### config.mk
export PLATFORM = sky130hd
export DESIGN_NAME = spi_cfg_responder
export DESIGN_NICKNAME = d
export VERILOG_FILES = /design/src/rtl/we_spi_pkg.sv /design/src/rtl/spi_shift_reg.sv /design/src/rtl/spi_cfg_responder.sv
export SDC_FILE = /design/constraint.sdc
export NUM_CORES = 1
export LEC_CHECK = 0
export BUFFER_PORTS_ARGS = -buffer_cell sky130_fd_sc_hd__buf_2
export CORE_MARGIN = 4
export CORE_UTILIZATION = 54
export DETAILED_ROUTE_END_ITERATION = 8
export HOLD_SLACK_MARGIN = 0.12
export PLACE_DENSITY = 0.73
export RECOVER_POWER = 100
export SYNTH_ARGS = -nofsm -noshare
export SYNTH_HDL_FRONTEND = slang
export SYNTH_SLANG_ARGS = --single-unit
### constraint.sdc
create_clock -name clk -period 1.97 [get_ports clk]
set_input_delay 0.2955 -clock clk [delete_from_list [all_inputs] [get_ports clk]]
set_output_delay 0.2955 -clock clk [all_outputs]
set_load 0.01 [all_outputs]
### src/rtl/we_spi_pkg.sv
// Shared constants and state encoding for the weClk SPI config responder.
package we_spi_pkg;

    localparam int unsigned CFG_MSB_BITS = 8;
    localparam int unsigned CFG_LSB_BITS = 32;
    localparam int unsigned CFG_BITS_DEF = CFG_MSB_BITS + CFG_LSB_BITS;
    localparam int unsigned DAC_BITS_DEF = 16;
    localparam int unsigned CNT_BITS     = 16;

    typedef logic [1:0] state_t;

    localparam state_t ST_IDLE   = 2'd0;
    localparam state_t ST_SHIFT  = 2'd1;
    localparam state_t ST_COMMIT = 2'd2;
    localparam state_t ST_ERR    = 2'd3;

endpackage

### src/rtl/spi_shift_reg.sv
// Combined shift register and saturating bit counter. The register is loaded
// with the left-aligned readback word; received bits enter at the LSB while
// the readback leaves from the MSB, so one register serves both directions.
module spi_shift_reg #(
    parameter int unsigned WIDTH = 40,
    parameter int unsigned CNT_W = 6
) (
    input  logic             clk,
    input  logic             rst,
    input  logic             load,
    input  logic [WIDTH-1:0] load_data,
    input  logic             shift_en,
    input  logic             ser_in,
    input  logic [CNT_W-1:0] cnt_max,
    output logic             ser_out_c,
    output logic [WIDTH-1:0] data,
    output logic [CNT_W-1:0] bit_cnt
);

    // Load clears the count; each shift moves one bit in and counts it.
    always_ff @(posedge clk) begin
        if (rst) begin
            data    <= '0;
            bit_cnt <= '0;
        end else if (load) begin
            data    <= load_data;
            bit_cnt <= '0;
        end else if (shift_en) begin
            data <= {data[WIDTH-2:0], ser_in};
            if (bit_cnt != cnt_max) begin
                bit_cnt <= bit_cnt + CNT_W'(1);
            end
        end
    end

    assign ser_out_c = data[WIDTH-1];

endmodule

### src/rtl/spi_cfg_responder.sv
// SPI responder: receives config or waveform frames, commits them on a
// correct length, and echoes the previously committed word back on miso.
module spi_cfg_responder
    import we_spi_pkg::*;
#(
    parameter int unsigned CFG_BITS = CFG_BITS_DEF,
    parameter int unsigned DAC_BITS = DAC_BITS_DEF
) (
    input  logic                clk,
    input  logic                rst,
    input  logic                spi_sel,
    input  logic                cs_b,
    input  logic                mosi,
    output logic                clk_out,
    output logic                miso,
    output logic [CFG_BITS-1:0] cfg_reg,
    output logic                cfg_valid,
    output logic [DAC_BITS-1:0] dac_code,
    output logic                dac_valid,
    output logic                frame_err,
    output logic [CNT_BITS-1:0] frame_cnt
);

    localparam int unsigned BCW = $clog2(CFG_BITS + 2);

    state_t              state_q, state_d;
    logic                sel_q, sel_d;
    logic [BCW-1:0]      n_q, n_d;
    logic                armed_q;
    logic                clk_out_d, miso_d;
    logic [CFG_BITS-1:0] cfg_reg_d;
    logic [DAC_BITS-1:0] dac_code_d;
    logic                cfg_valid_d, dac_valid_d, frame_err_d;
    logic [CNT_BITS-1:0] frame_cnt_d;

    logic                load_c, shift_c, ser_out_c;
    logic [CFG_BITS-1:0] load_data_c;
    logic [CFG_BITS-1:0] shift_q;
    logic [BCW-1:0]      bit_cnt;
    logic [BCW-1:0]      cnt_max_c;

    assign cnt_max_c = n_q + BCW'(1);

    spi_shift_reg #(
        .WIDTH (CFG_BITS),
        .CNT_W (BCW)
    ) u_shift (
        .clk       (clk),
        .rst       (rst),
        .load      (load_c),
        .load_data (load_data_c),
        .shift_en  (shift_c),
        .ser_in    (mosi),
        .cnt_max   (cnt_max_c),
        .ser_out_c (ser_out_c),
        .data      (shift_q),
        .bit_cnt   (bit_cnt)
    );

    // Next-state and next-output logic.
    always_comb begin
        state_d     = state_q;
        sel_d       = sel_q;
        n_d         = n_q;
        clk_out_d   = 1'b0;
        miso_d      = 1'b0;
        cfg_reg_d   = cfg_reg;
        dac_code_d  = dac_code;
        cfg_valid_d = 1'b0;
        dac_valid_d = 1'b0;
        frame_err_d = 1'b0;
        frame_cnt_d = frame_cnt;
        load_c      = 1'b0;
        shift_c     = 1'b0;
        load_data_c = '0;

        case (state_q)
            ST_IDLE: begin
                if (!cs_b && armed_q) begin
                    state_d     = ST_SHIFT;
                    sel_d       = spi_sel;
                    n_d         = spi_sel ? BCW'(CFG_BITS) : BCW'(DAC_BITS);
                    load_c      = 1'b1;
                    load_data_c = spi_sel ? cfg_reg
                                          : (CFG_BITS'(dac_code) << (CFG_BITS - DAC_BITS));
                    miso_d      = load_data_c[CFG_BITS-1];
                end
            end
            ST_SHIFT: begin
                if (cs_b) begin
                    if (bit_cnt == n_q) begin
                        state_d     = ST_COMMIT;
                        frame_cnt_d = frame_cnt + CNT_BITS'(1);
                        if (sel_q) begin
                            cfg_reg_d   = shift_q;
                            cfg_valid_d = 1'b1;
                        end else begin
                            dac_code_d  = shift_q[DAC_BITS-1:0];
                            dac_valid_d = 1'b1;
                        end
                    end else begin
                        state_d     = ST_ERR;
                        frame_err_d = 1'b1;
                    end
                end else if (!clk_out) begin
                    shift_c   = 1'b1;
                    clk_out_d = 1'b1;
                    miso_d    = miso;
                end else begin
                    miso_d = ser_out_c;
                end
            end
            default: begin
                state_d = ST_IDLE;
            end
        endcase
    end

    // State and output registers; armed_q blocks a restart until cs_b is seen high.
    always_ff @(posedge clk) begin
        if (rst) begin
            state_q   <= ST_IDLE;
            sel_q     <= 1'b0;
            n_q       <= '0;
            armed_q   <= 1'b0;
            clk_out   <= 1'b0;
            miso      <= 1'b0;
            cfg_reg   <= '0;
            dac_code  <= '0;
            cfg_valid <= 1'b0;
            dac_valid <= 1'b0;
            frame_err <= 1'b0;
            frame_cnt <= '0;
        end else begin
            state_q   <= state_d;
            sel_q     <= sel_d;
            n_q       <= n_d;
            armed_q   <= armed_q | cs_b;
            clk_out   <= clk_out_d;
            miso      <= miso_d;
            cfg_reg   <= cfg_reg_d;
            dac_code  <= dac_code_d;
            cfg_valid <= cfg_valid_d;
            dac_valid <= dac_valid_d;
            frame_err <= frame_err_d;
            frame_cnt <= frame_cnt_d;
        end
    end

endmodule

==> metrics, run 1 <==
status=finished clean; Hold Fails Final Rpt=0; Routed WL per cell=18.79 µm; Setup-failing EPs final=0; Slew Viols, Final=0; Root Buffer Master=clkbuf_8; worst path required time=2.40 ns; layout cells sized above 1=0.1314; Final Instance Area=7007 µm²; Post-synth EDFFs=0; slowest cell on the critical path=or4b_2; Die W=113.0 µm; Remaining DRCs=0; fillers=934; die area=about 13000 µm²; post-synthesis net count=693; VDD IR max=535.9 µV; Data arrival, critical path=2.38 ns; number of routed nets with antenna violations=0; Tightest Pin Transition=0.5539 ns; Area after DPL=approximately 6500 µm²; clock skew=0.007195 ns; RSZ-0062 raised after global routing=yes; Cells after Synth=about 680; final critical-path share of the clock period=0.9863; CTS buffer count=17; Post-CTS Setup Repair Bufs=0; Clock transition at path regs=about 0.06 ns; port buffer count=81; Max Cap Viol=0; Total GRT Usage=0.2609; vias in the first global route=5398; Cell Chain, Critical Path=or4b_2 -> buf_4 -> nand2_4 -> nor2_1 -> nor4_2; floorplan row count=38; Area growth, synth to finish=17.77%; LEAKAGE=0.002265 µW; Worst-Skew Late Latency=0.52 ns; DP HPWL=9.976 mm; Seq/Total Area, Yosys=0.4307; Setup CP Type=flip-flop to flip-flop; Worst Path Max Fanout=12; slew margin rel.=0.6307; nets=742; CTS H-tree lvls=4; PD cells=between 800 and 900 nW/µm²; CTS tree=yes; Final GP Congestion=about 0.8; Post-Route WL=~17 mm; pin count of the biggest net entering global routing=62; Synth Cell Area=5949 µm²; initial antenna violation count=0; average size of a mapped cell=8.698 µm²; Die H=around 110 µm; final worst slack=0.02696 ns; Critical Path Max Stage Delay=0.74 ns; Antenna Cells=0; CTS sink count=approximately 130; Highest Clock Rate=slightly above 0.5 GHz; yosys warns=0; drt pass-1 iters=5; Synth cell types=49; Core ar.=10790 µm²; total congestion overflow=0; vias=5713; I/O pins=82; Top FF cell, synth=dfxtp_1; multi-input logic area=just over 3000 µm²; final hold slack=0.1671 ns; Clock Path Buffers=2; routed vias/inst=about 6.4; initial core utilization=0.5512; Pwr Total=6220 µW; Post-synth ARST share=0; FF+latch count, synth=128; pre-CTS WS=0.08351 ns; Sequential Area=~2600 µm²; first-pass GRT wire length=27.33 mm; Worst Hold Class=primary input to flip-flop; CP Launch Type=flip-flop; DRT iter0 DRCs=799; min cycle time layout=1.943 ns; Critical Path End Type=flip-flop
[path summary, 6_finish.rpt]
kind                              start                       endpoint  slack, ns  cells past startpoint
max             state_q[1]$_SDFFE_PP0P_  u_shift.data[11]$_SDFFE_PP0P_       0.03                      5
min                                cs_b             armed_q$_SDFF_PP0_       0.17                      4
max reg2reg     state_q[1]$_SDFFE_PP0P_  u_shift.data[11]$_SDFFE_PP0P_       0.03                      5
min reg2reg  frame_cnt[15]$_SDFFE_PP0P_     frame_cnt[15]$_SDFFE_PP0P_       0.48                      2
[per-stage QoR]
step / instances / utilization / TNS [ns]
finish: 886 / 0.6492 / 0
global route: 886 / 0.6492 / -0.002413
CTS: 885 / 0.6569 / 0
detailed placement: 852 / 0.6032 / 0
global placement: 852 / 0.6032 / 0
floorplan: 684 / - / 0
[critical path: cells and delay by family (launching register included)]
kind | cells | cell delay (ns)
buffers and inverters | 1 | 0.22
DFF | 1 | 0.36
and+or+nand+nor | 4 | 1.27
[where the power goes]
part	switching [µW]	internal, µW
Combinational	355	166
Clock	1140	1840
Sequential	63.0	2660
Total	1560	4660
[kinds of logic (layout without fill, tap and decap cells)]
group	after synthesis	count (layout)	synth area share
XOR/XNOR	4	4	0.007152
buffers and inverters	86	147	0.06730
multiplexers	3	3	0.005468
AO/OA/AOI/OAI	208	208	0.2265
flip-flops	128	128	0.4307
AND/OR/NAND/NOR	251	252	0.2545
adder cells (fa/ha/maj)	4	4	0.008413
[synth_stat cells, drive strengths merged (2+ instances only)]
library cell,instances,area share
nor4b,3,0.0055
clkbuf,45,0.028
nand4,63,0.069
o31ai,67,0.085
a21oi,98,0.082
nand2,44,0.030
o211ai,2,0.0048
a311oi,15,0.022
a211oi,16,0.021
dfxtp,128,0.43
o21ai,5,0.0042
mux2,2,0.0038
buf,36,0.036
or4,10,0.013
nor3,2,0.0036
or4b,2,0.0034
and3,5,0.0061
nor4,26,0.048
nand3,6,0.0050
nor2,60,0.038
ha,4,0.0084
inv,5,0.0032
nor2b,18,0.019
or3,5,0.0053
xor2,3,0.0044
nand2b,2,0.0021
[routing by layer]
layer,share of wire,GRT usage,vias to the layer above
met1,0.43,0.3442,2760
met5,0,0,-
met2,0.48,0.4115,247
met3,0.068,0.06524,35
met4,0.021,0.1034,0
li1,-,-,2671
[timing repair]
item | in CTS | in global routing
hold endpoints to repair | 1 | 0
endpoints found under the setup margin | 0 | 25
hold buffers | 1 | 0
resized for setup | 0 | 5
[cell usage in the layout, fill, tap and decap left out, types with 2 or more instances in the layout]
master and count:
clkinvlp_4 4, nand4_1 62, and3_1 4, nand2_1 43, nor2b_1 17, buf_2 4
a21oi_1 98, nand2b_1 2, o31ai_1 67, a311oi_1 15, clkbuf_8 6, inv_1 5
clkinv_2 2, dfxtp_1 127, nor2_1 60, o21ai_0 5, nand3_1 5, or4_1 10
clkbuf_1 80, clkbuf_16 16, or3_1 5, nor4_2 21, xor2_1 3, buf_12 10
ha_1 4, a211oi_1 16, buf_4 15, nor4_1 5, mux2_2 2
[layout make-up]
type                    count  share of cell area
multi-input cells         471              0.4321
inverters                   5            0.002679
flip-flops and latches    128              0.3659
repair buffers            110             0.09304
clock buffers              24             0.07000
clock inverters             8             0.01125
well taps                 140             0.02500
Power figures use the tool's default switching activity.
==> inputs of run 2 (changes only) <==
--- a/config.mk
+++ b/config.mk
@@ -6,11 +6,12 @@
 export NUM_CORES = 1
 export LEC_CHECK = 0
 export BUFFER_PORTS_ARGS = -buffer_cell sky130_fd_sc_hd__buf_2
+export CORE_ASPECT_RATIO = 1.1
 export CORE_MARGIN = 4
 export CORE_UTILIZATION = 54
 export DETAILED_ROUTE_END_ITERATION = 8
 export HOLD_SLACK_MARGIN = 0.12
-export PLACE_DENSITY = 0.73
+export PLACE_DENSITY = 0.81
 export RECOVER_POWER = 100
 export SYNTH_ARGS = -nofsm -noshare
 export SYNTH_HDL_FRONTEND = slang
==> run 2 against run 1 <==
Compared with the run above: fmax up 4.4%; critical path depth unchanged; final cell count up 0.23%; first-iteration DRC count down 24%; register-to-register slack better by 0.08 ns; utilization up 0.58 points; via count up 3.0%; total power up 3.2%; die area about the same; sequential power about the same; clock skew up 0.0022 ns; combinational power down 3%.
==> metrics, run 2 (same netlist as run 1, synthesis figures left out) <==
Max Cap Viol=0 (unchanged); Worst-Skew Late Latency=0.42 ns (was 0.52 ns); Flop pwr share=0.424 (was 0.437); DRT iter0 DRCs=604 (was 799); DP HPWL=10.38 mm (was 9.976 mm); layout cells sized above 1=0.1208 (was 0.1314); Area growth, synth to finish=16.57% (was 17.77%); Post-CTS Setup Repair Bufs=0 (unchanged); highest-count cells in the layout ignoring fill and taps=dfxtp_1, a21oi_1, clkbuf_1 (unchanged); VDD IR max=582.8 µV (was 535.9 µV); Antenna Cells=0 (unchanged); Clock transition at path regs=0.06 ns (about the same); Slew Viols, Final=0 (unchanged); number of routed nets with antenna violations=0 (unchanged); final critical-path share of the clock period=0.9448 (was 0.9863); Die W=108.1 µm (was 113.0 µm); metal1 wirelength=7.092 mm (was 7.173 mm); pin count of the biggest net entering global routing=65 (was 62); r2r setup slk=0.11 ns (was 0.03 ns); internal power=4861 µW (was 4661 µW); initial core utilization=0.5619 (was 0.5512); Finished Layout Cells=888 (was 886); post-layout util=0.6550 (was 0.6492); CTS H-tree lvls=4 (unchanged); die area=12760 µm² (about the same); floorplan row count=39 (was 38); Remaining DRCs=0 (unchanged); initial antenna violation count=0 (unchanged); Setup CP Type=flip-flop to flip-flop (unchanged); port buffer count=81 (unchanged); CTS tree=yes (unchanged); vias in the first global route=5519 (was 5398); CP Launch Type=flip-flop (unchanged); Total GRT Usage=0.2679 (was 0.2609); Critical Path End Type=flip-flop (unchanged); R2R depth=5 (unchanged); Highest Clock Rate=0.5373 GHz (was 0.5147 GHz); commonest non-fill, non-tap cell in the layout=dfxtp_1 (unchanged); routed vias/inst=6.628 (was 6.448); status=finished clean (unchanged); worst reg2reg endpoint=u_shift.data[22]$_SDFFE_PP0P_ (was u_shift.data[11]$_SDFFE_PP0P_); LEAKAGE=0.002255 µW (was 0.002265 µW); PD cells=925.1 nW/µm² (was 887.7 nW/µm²); Cell Chain, Critical Path=or4b_1 -> buf_12 -> nand2_4 -> nor2_1 -> nor4_1 (was or4b_2 -> buf_4 -> nand2_4 -> nor2_1 -> nor4_2); drt pass-1 iters=6 (was 5); Gate power share=0.079 (was 0.084); Setup-failing EPs final=0 (unchanged); DR top layer=met4 (unchanged); Setup crit end=u_shift.data[22]$_SDFFE_PP0P_ (was u_shift.data[11]$_SDFFE_PP0P_); clock share of power=0.497 (was 0.479); switching fraction of total power=0.2424 (was 0.2505); nets=741 (was 742); worst r2r src=state_q[0]$_SDFFE_PP0P_ (was state_q[1]$_SDFFE_PP0P_); worst path required time=2.27 ns (was 2.40 ns); Final GP Congestion=0.8114 (was 0.7924); Worst Hold Class=primary input to flip-flop (unchanged); Psw=1555 µW (was 1558 µW); Tightest Pin Transition=0.7022 ns (was 0.5539 ns); Post-Route WL=17.76 mm (was 16.65 mm); Clock Path Buffers=2 (unchanged); CTS sink count=128 (unchanged); fillers=891 (was 934); slew margin rel.=0.5319 (was 0.6307); placed instance count=853 (was 852); total congestion overflow=0 (unchanged); Hold Fails Final Rpt=0 (unchanged); Root Buffer Master=clkbuf_16 (was clkbuf_8); multi-input logic area=2994 µm² (was 3028 µm²); Sequential Area=2564 µm² (unchanged); CTS buffer count=17 (unchanged); first-pass GRT wire length=27.78 mm (was 27.33 mm); slowest cell on the critical path=or4b_1 (was or4b_2); Pwr Total=6416 µW (was 6220 µW); Worst Path Max Fanout=25 (was 12); clock skew=0.009394 ns (was 0.007195 ns); Core ar.=10590 µm² (was 10790 µm²); routed wl met3=1.422 mm (was 1.131 mm); crit path launch=state_q[0]$_SDFFE_PP0P_ (was state_q[1]$_SDFFE_PP0P_); Data arrival, critical path=2.16 ns (was 2.38 ns); WL met2=8.662 mm (was 7.997 mm); I/O pins=82 (unchanged); min cycle time layout=1.861 ns (was 1.943 ns); Critical Path Max Stage Delay=0.62 ns (was 0.74 ns); Hold Buf Count CTS=0 (was 1); vias=5886 (was 5713); Die H=118.1 µm (was 113.0 µm); Routed WL per cell=20.00 µm (was 18.79 µm)
## run 2: routing by layer
metal | global-route usage | up-vias
li1 | - | 2682
met1 | 0.3330 | 2830
met2 | 0.4327 | 320
met3 | 0.06747 | 54
met4 | 0.1223 | 0
met5 | 0 | -
## run 2: area by class of cell
class,instances,area share
multi-input combinational,472,0.4317
inverter,5,0.002706
clock buffer,23,0.06747
clock inverter,9,0.01912
timing repair buffer,108,0.08353
sequential,128,0.3697
tap,143,0.02580
## run 2: timing repair
item	in CTS	in global routing
hold endpoints to repair	0	0
pin swaps	0	1
setup endpoints to repair	1	57
cloned	1	2
gates resized for setup	1	7
## run 2: worst max-delay path, delay by kind of cell, from the launching register on
family                 cells  cell delay, ns
AND/OR/NAND/NOR            4            1.15
buffers and inverters      1            0.22
flip-flops                 1            0.37
## run 2: through the flow
step	area (µm²)	worst slack, ns	TNS [ns]	hold slack [ns]
2_1_floorplan	5949	0.2126	0	0.4444
3_3_place_gp	6436	0.1084	0	0.4579
3_5_place_dp	6436	0.03210	0	0.4746
4_1_cts	7052	0.01925	0	0.1974
5_1_grt	6935	-0.02802	-0.02802	0.1969
6_report	6935	0.1087	0	0.2031
## run 2: worst min-delay path by stage
stage / from / end / depth (start not counted)
after CTS: mosi / u_shift.data[0]$_SDFFE_PP0P_ / 3
after detailed placement: frame_cnt[15]$_SDFFE_PP0P_ / frame_cnt[15]$_SDFFE_PP0P_ / 2
after floorplan: armed_q$_SDFF_PP0_ / armed_q$_SDFF_PP0_ / 2
after global routing: mosi / u_shift.data[0]$_SDFFE_PP0P_ / 3
after global placement: armed_q$_SDFF_PP0_ / armed_q$_SDFF_PP0_ / 2
final: mosi / u_shift.data[0]$_SDFFE_PP0P_ / 3
## run 2: power by group through the flow
stage	Clock, µW	Combinational [µW]	Sequential (µW)
6_report	3190	506	2720
3_3_place_gp	0	465	2770
2_1_floorplan	0	376	2760
4_1_cts	3190	493	2720
3_5_place_dp	0	484	2770
5_1_grt	3320	545	2730
==> inputs of run 3 (changes only) <==
--- a/config.mk
+++ b/config.mk
@@ -5,13 +5,14 @@
 export SDC_FILE = /design/constraint.sdc
 export NUM_CORES = 1
 export LEC_CHECK = 0
+export ABC_AREA = 1
 export BUFFER_PORTS_ARGS = -buffer_cell sky130_fd_sc_hd__buf_2
 export CORE_ASPECT_RATIO = 1.1
 export CORE_MARGIN = 4
 export CORE_UTILIZATION = 54
 export DETAILED_ROUTE_END_ITERATION = 8
 export HOLD_SLACK_MARGIN = 0.12
-export PLACE_DENSITY = 0.81
+export PLACE_DENSITY = 0.8
 export RECOVER_POWER = 100
 export SYNTH_ARGS = -nofsm -noshare
 export SYNTH_HDL_FRONTEND = slang
==> run 3 against run 2 <==
Compared with the run above: critical path depth rose by 4; sequential cell count stayed put; utilization shrank 1.3 points; first-iteration DRC count is 4.6% higher; combinational power grew 7.3%; die area grew 5.4%; hold slack improved by 0.038 ns; clock-buffer cell count up 1; clock power decreased by 8.8%; critical endpoint is now u_shift.data[0]$_SDFFE_PP0P_; largest power group unchanged.
==> metrics, run 3 <==
Critical Path End Type=flip-flop (unchanged); CTS buffer count=17 (unchanged); Max Cap Viol=0 (unchanged); post-synthesis net count=980 (was 693); Yosys top cell area share=0.4070 (was 0.4307); Die W=111.0 µm (was 108.1 µm); commonest non-fill, non-tap cell in the layout=nand2_1 (was dfxtp_1); CP Launch Type=primary input (was flip-flop); Die H=121.3 µm (was 118.1 µm); Remaining DRCs=0 (unchanged); RSZ-0062 raised after global routing=no; floorplan row count=41 (was 39); Routed WL per cell=13.98 µm (was 20.00 µm); worst path required time=2.26 ns (was 2.27 ns); first-pass GRT wire length=27.46 mm (was 27.78 mm); Post-CTS Setup Repair Bufs=0 (unchanged); slew margin rel.=0.6948 (was 0.5319); Antenna Cells=0 (unchanged); count leader, synth=nand2_1 (was dfxtp_1); fillers=1041 (was 891); min cycle time layout=1.865 ns (was 1.861 ns); Setup-failing EPs final=0 (unchanged); initial core utilization=0.5504 (was 0.5619); LEAKAGE=0.003015 µW (was 0.002255 µW); Setup CP Type=primary input to flip-flop (was flip-flop to flip-flop); I/O pins=82 (unchanged); Area growth, synth to finish=16.65% (was 16.57%); die area=13450 µm² (was 12760 µm²); final worst slack=0.1051 ns (was 0.1087 ns); Clock Path Buffers=2 (unchanged); largest cells by area after synthesis=dfxtp_1, nand2_1, inv_1 (was dfxtp_1, o31ai_1, a21oi_1); Worst Path Max Fanout=17 (was 25); Slew Viols, Final=0 (unchanged); Clock transition at path regs=0.05 ns (was 0.06 ns); pin count of the biggest net entering global routing=65 (unchanged); number of routed nets with antenna violations=0 (unchanged); CTS tree=yes (unchanged); FF+latch count, synth=128 (unchanged); final hold slack=0.2412 ns (was 0.2031 ns); Post-synth ARST share=0 (unchanged); DP HPWL=10.67 mm (was 10.38 mm); routed vias/inst=5.272 (was 6.628); vias=6353 (was 5886); Post-Route WL=16.85 mm (was 17.76 mm); cell taking the most area after synthesis=dfxtp_1 (unchanged); Worst Hold Class=primary input to flip-flop (unchanged); Core ar.=11440 µm² (was 10590 µm²); status=finished clean (unchanged); CTS H-tree lvls=4 (unchanged); vias in the first global route=5916 (was 5519); layout cells sized above 1=0.06066 (was 0.1208); synth cell count leaders=nand2_1, inv_1, nor2_1 (was dfxtp_1, a21oi_1, o31ai_1); CTS sink count=128 (unchanged); Seq/Total Area, Yosys=0.4070 (was 0.4307); initial antenna violation count=0 (unchanged); Top FF cell, synth=dfxtp_1 (unchanged); Highest Clock Rate=0.5362 GHz (was 0.5373 GHz); average size of a mapped cell=6.484 µm² (was 8.698 µm²); yosys warns=0 (unchanged); Root Buffer Master=clkbuf_16 (unchanged); total congestion overflow=0 (unchanged); Total GRT Usage=0.2477 (was 0.2679); Sum Neg Setup Slack=0 ns (unchanged); Tightest Pin Transition=0.4577 ns (was 0.7022 ns); Worst-Skew Late Latency=0.42 ns (about the same); DRT iter0 DRCs=632 (was 604); final critical-path share of the clock period=0.9467 (was 0.9448); VDD IR max=548.8 µV (was 582.8 µV); Synth Cell Area=6296 µm² (was 5949 µm²); nets=1052 (was 741); PD cells=837.0 nW/µm² (was 925.1 nW/µm²); Final GP Congestion=0.8581 (was 0.8114); clock skew=0.008204 ns (was 0.009394 ns); Post-synth EDFFs=0 (unchanged); Hold Fails Final Rpt=0 (unchanged); Synth cell types=25 (was 49); Cells after Synth=971 (was 684); port buffer count=81 (unchanged); drt pass-1 iters=8 (was 6); pre-CTS WS=0.1642 ns (was 0.03210 ns); Data arrival, critical path=2.15 ns (was 2.16 ns); highest-count cells in the layout ignoring fill and taps=nand2_1, inv_1, nor2_1 (was dfxtp_1, a21oi_1, clkbuf_1)
[run 3: cell count changes after synthesis, sizes merged, moves of 16 or more]
| cell | change |
|---|---|
| nand2 | +165 |
| o22ai | +24 |
| inv | +177 |
| o21ai | +30 |
| nand3 | +22 |
| nor2 | +92 |
| a21oi | -21 |
| clkbuf | -26 |
| nor2b | -18 |
| o31ai | -67 |
| nor4 | -26 |
| a211oi | -16 |
[run 3: stage by stage]
stage / utilization / instances / power (µW) / cell area [µm²]
final: 0.6420 / 1205 / 6147 / 7345
after detailed placement: 0.6035 / 1172 / 3273 / 6904
after global placement: 0.6035 / 1172 / 3263 / 6904
after floorplan: - / 971 / 3103 / 6296
after CTS: 0.6518 / 1204 / 6150 / 7456
after global routing: 0.6420 / 1205 / 6340 / 7345
[run 3: kinds of logic (layout without fill, tap and decap cells)]
kind of cell / Yosys count / count (layout) / synth area share
flops: 128 / 128 / 0.4070
xor+xnor: 9 / 9 / 0.01252
fa+ha+maj: 4 / 4 / 0.007949
buf+inv: 238 / 322 / 0.1475
compound gates: 139 / 139 / 0.1161
simple gates: 453 / 453 / 0.3090
[run 3: final timing paths]
path | from | to | slack (ns) | depth (start not counted)
max | cs_b | u_shift.data[0]$_SDFFE_PP0P_ | 0.11 | 9
min | spi_sel | u_shift.data[0]$_SDFFE_PP0P_ | 0.24 | 3
max reg2reg | u_shift.bit_cnt[0]$_SDFFE_PP0P_ | cfg_reg[19]$_SDFFE_PP0P_ | 0.12 | 8
min reg2reg | miso$_SDFFE_PP0N_ | miso$_SDFFE_PP0N_ | 0.45 | 2
[run 3: where the power goes]
part,total [µW],internal [µW],switching [µW]
Combinational,543,159,384
Clock,2910,1810,1090
Sequential,2700,2650,47.3
Total,6150,4620,1530
[run 3: cell type report]
| class | instances | area [µm²] | share of cell area |
|---|---|---|---|
| Multi-Input combinational cell | 605 | 2798 | 0.3809 |
| Inverter | 182 | 683.2 | 0.09302 |
| Timing Repair Buffer | 109 | 571.8 | 0.07785 |
| Clock inverter | 7 | 60.06 | 0.008177 |
| Sequential cell | 128 | 2562 | 0.3489 |
| Tap cell | 150 | 187.7 | 0.02555 |
| Clock buffer | 24 | 481.7 | 0.06559 |
[run 3: metal layers]
layer  track usage  vias to the layer above  part of all wire
met2        0.4002                      259              0.47
met4        0.1309                        0             0.028
met3       0.05137                       43             0.068
met1        0.3122                     2872              0.44
li1              -                     3179                 -
met5             0                        -                 0
[run 3: critical path: stages]
cell           delay (ns)
dlygate4sd3_1        0.53
clkbuf_1             0.12
inv_2                0.10
nand2_1              0.11
nor2_1               0.16
clkinv_1             0.10
buf_2                0.23
o21ai_0              0.39
a21oi_1              0.12
[run 3: repair_timing]
action,4_1_cts,5_1_grt
hold buffers,1,0
resized for setup,0,1
endpoints found under the hold margin,1,0
endpoints found under the setup margin,0,26
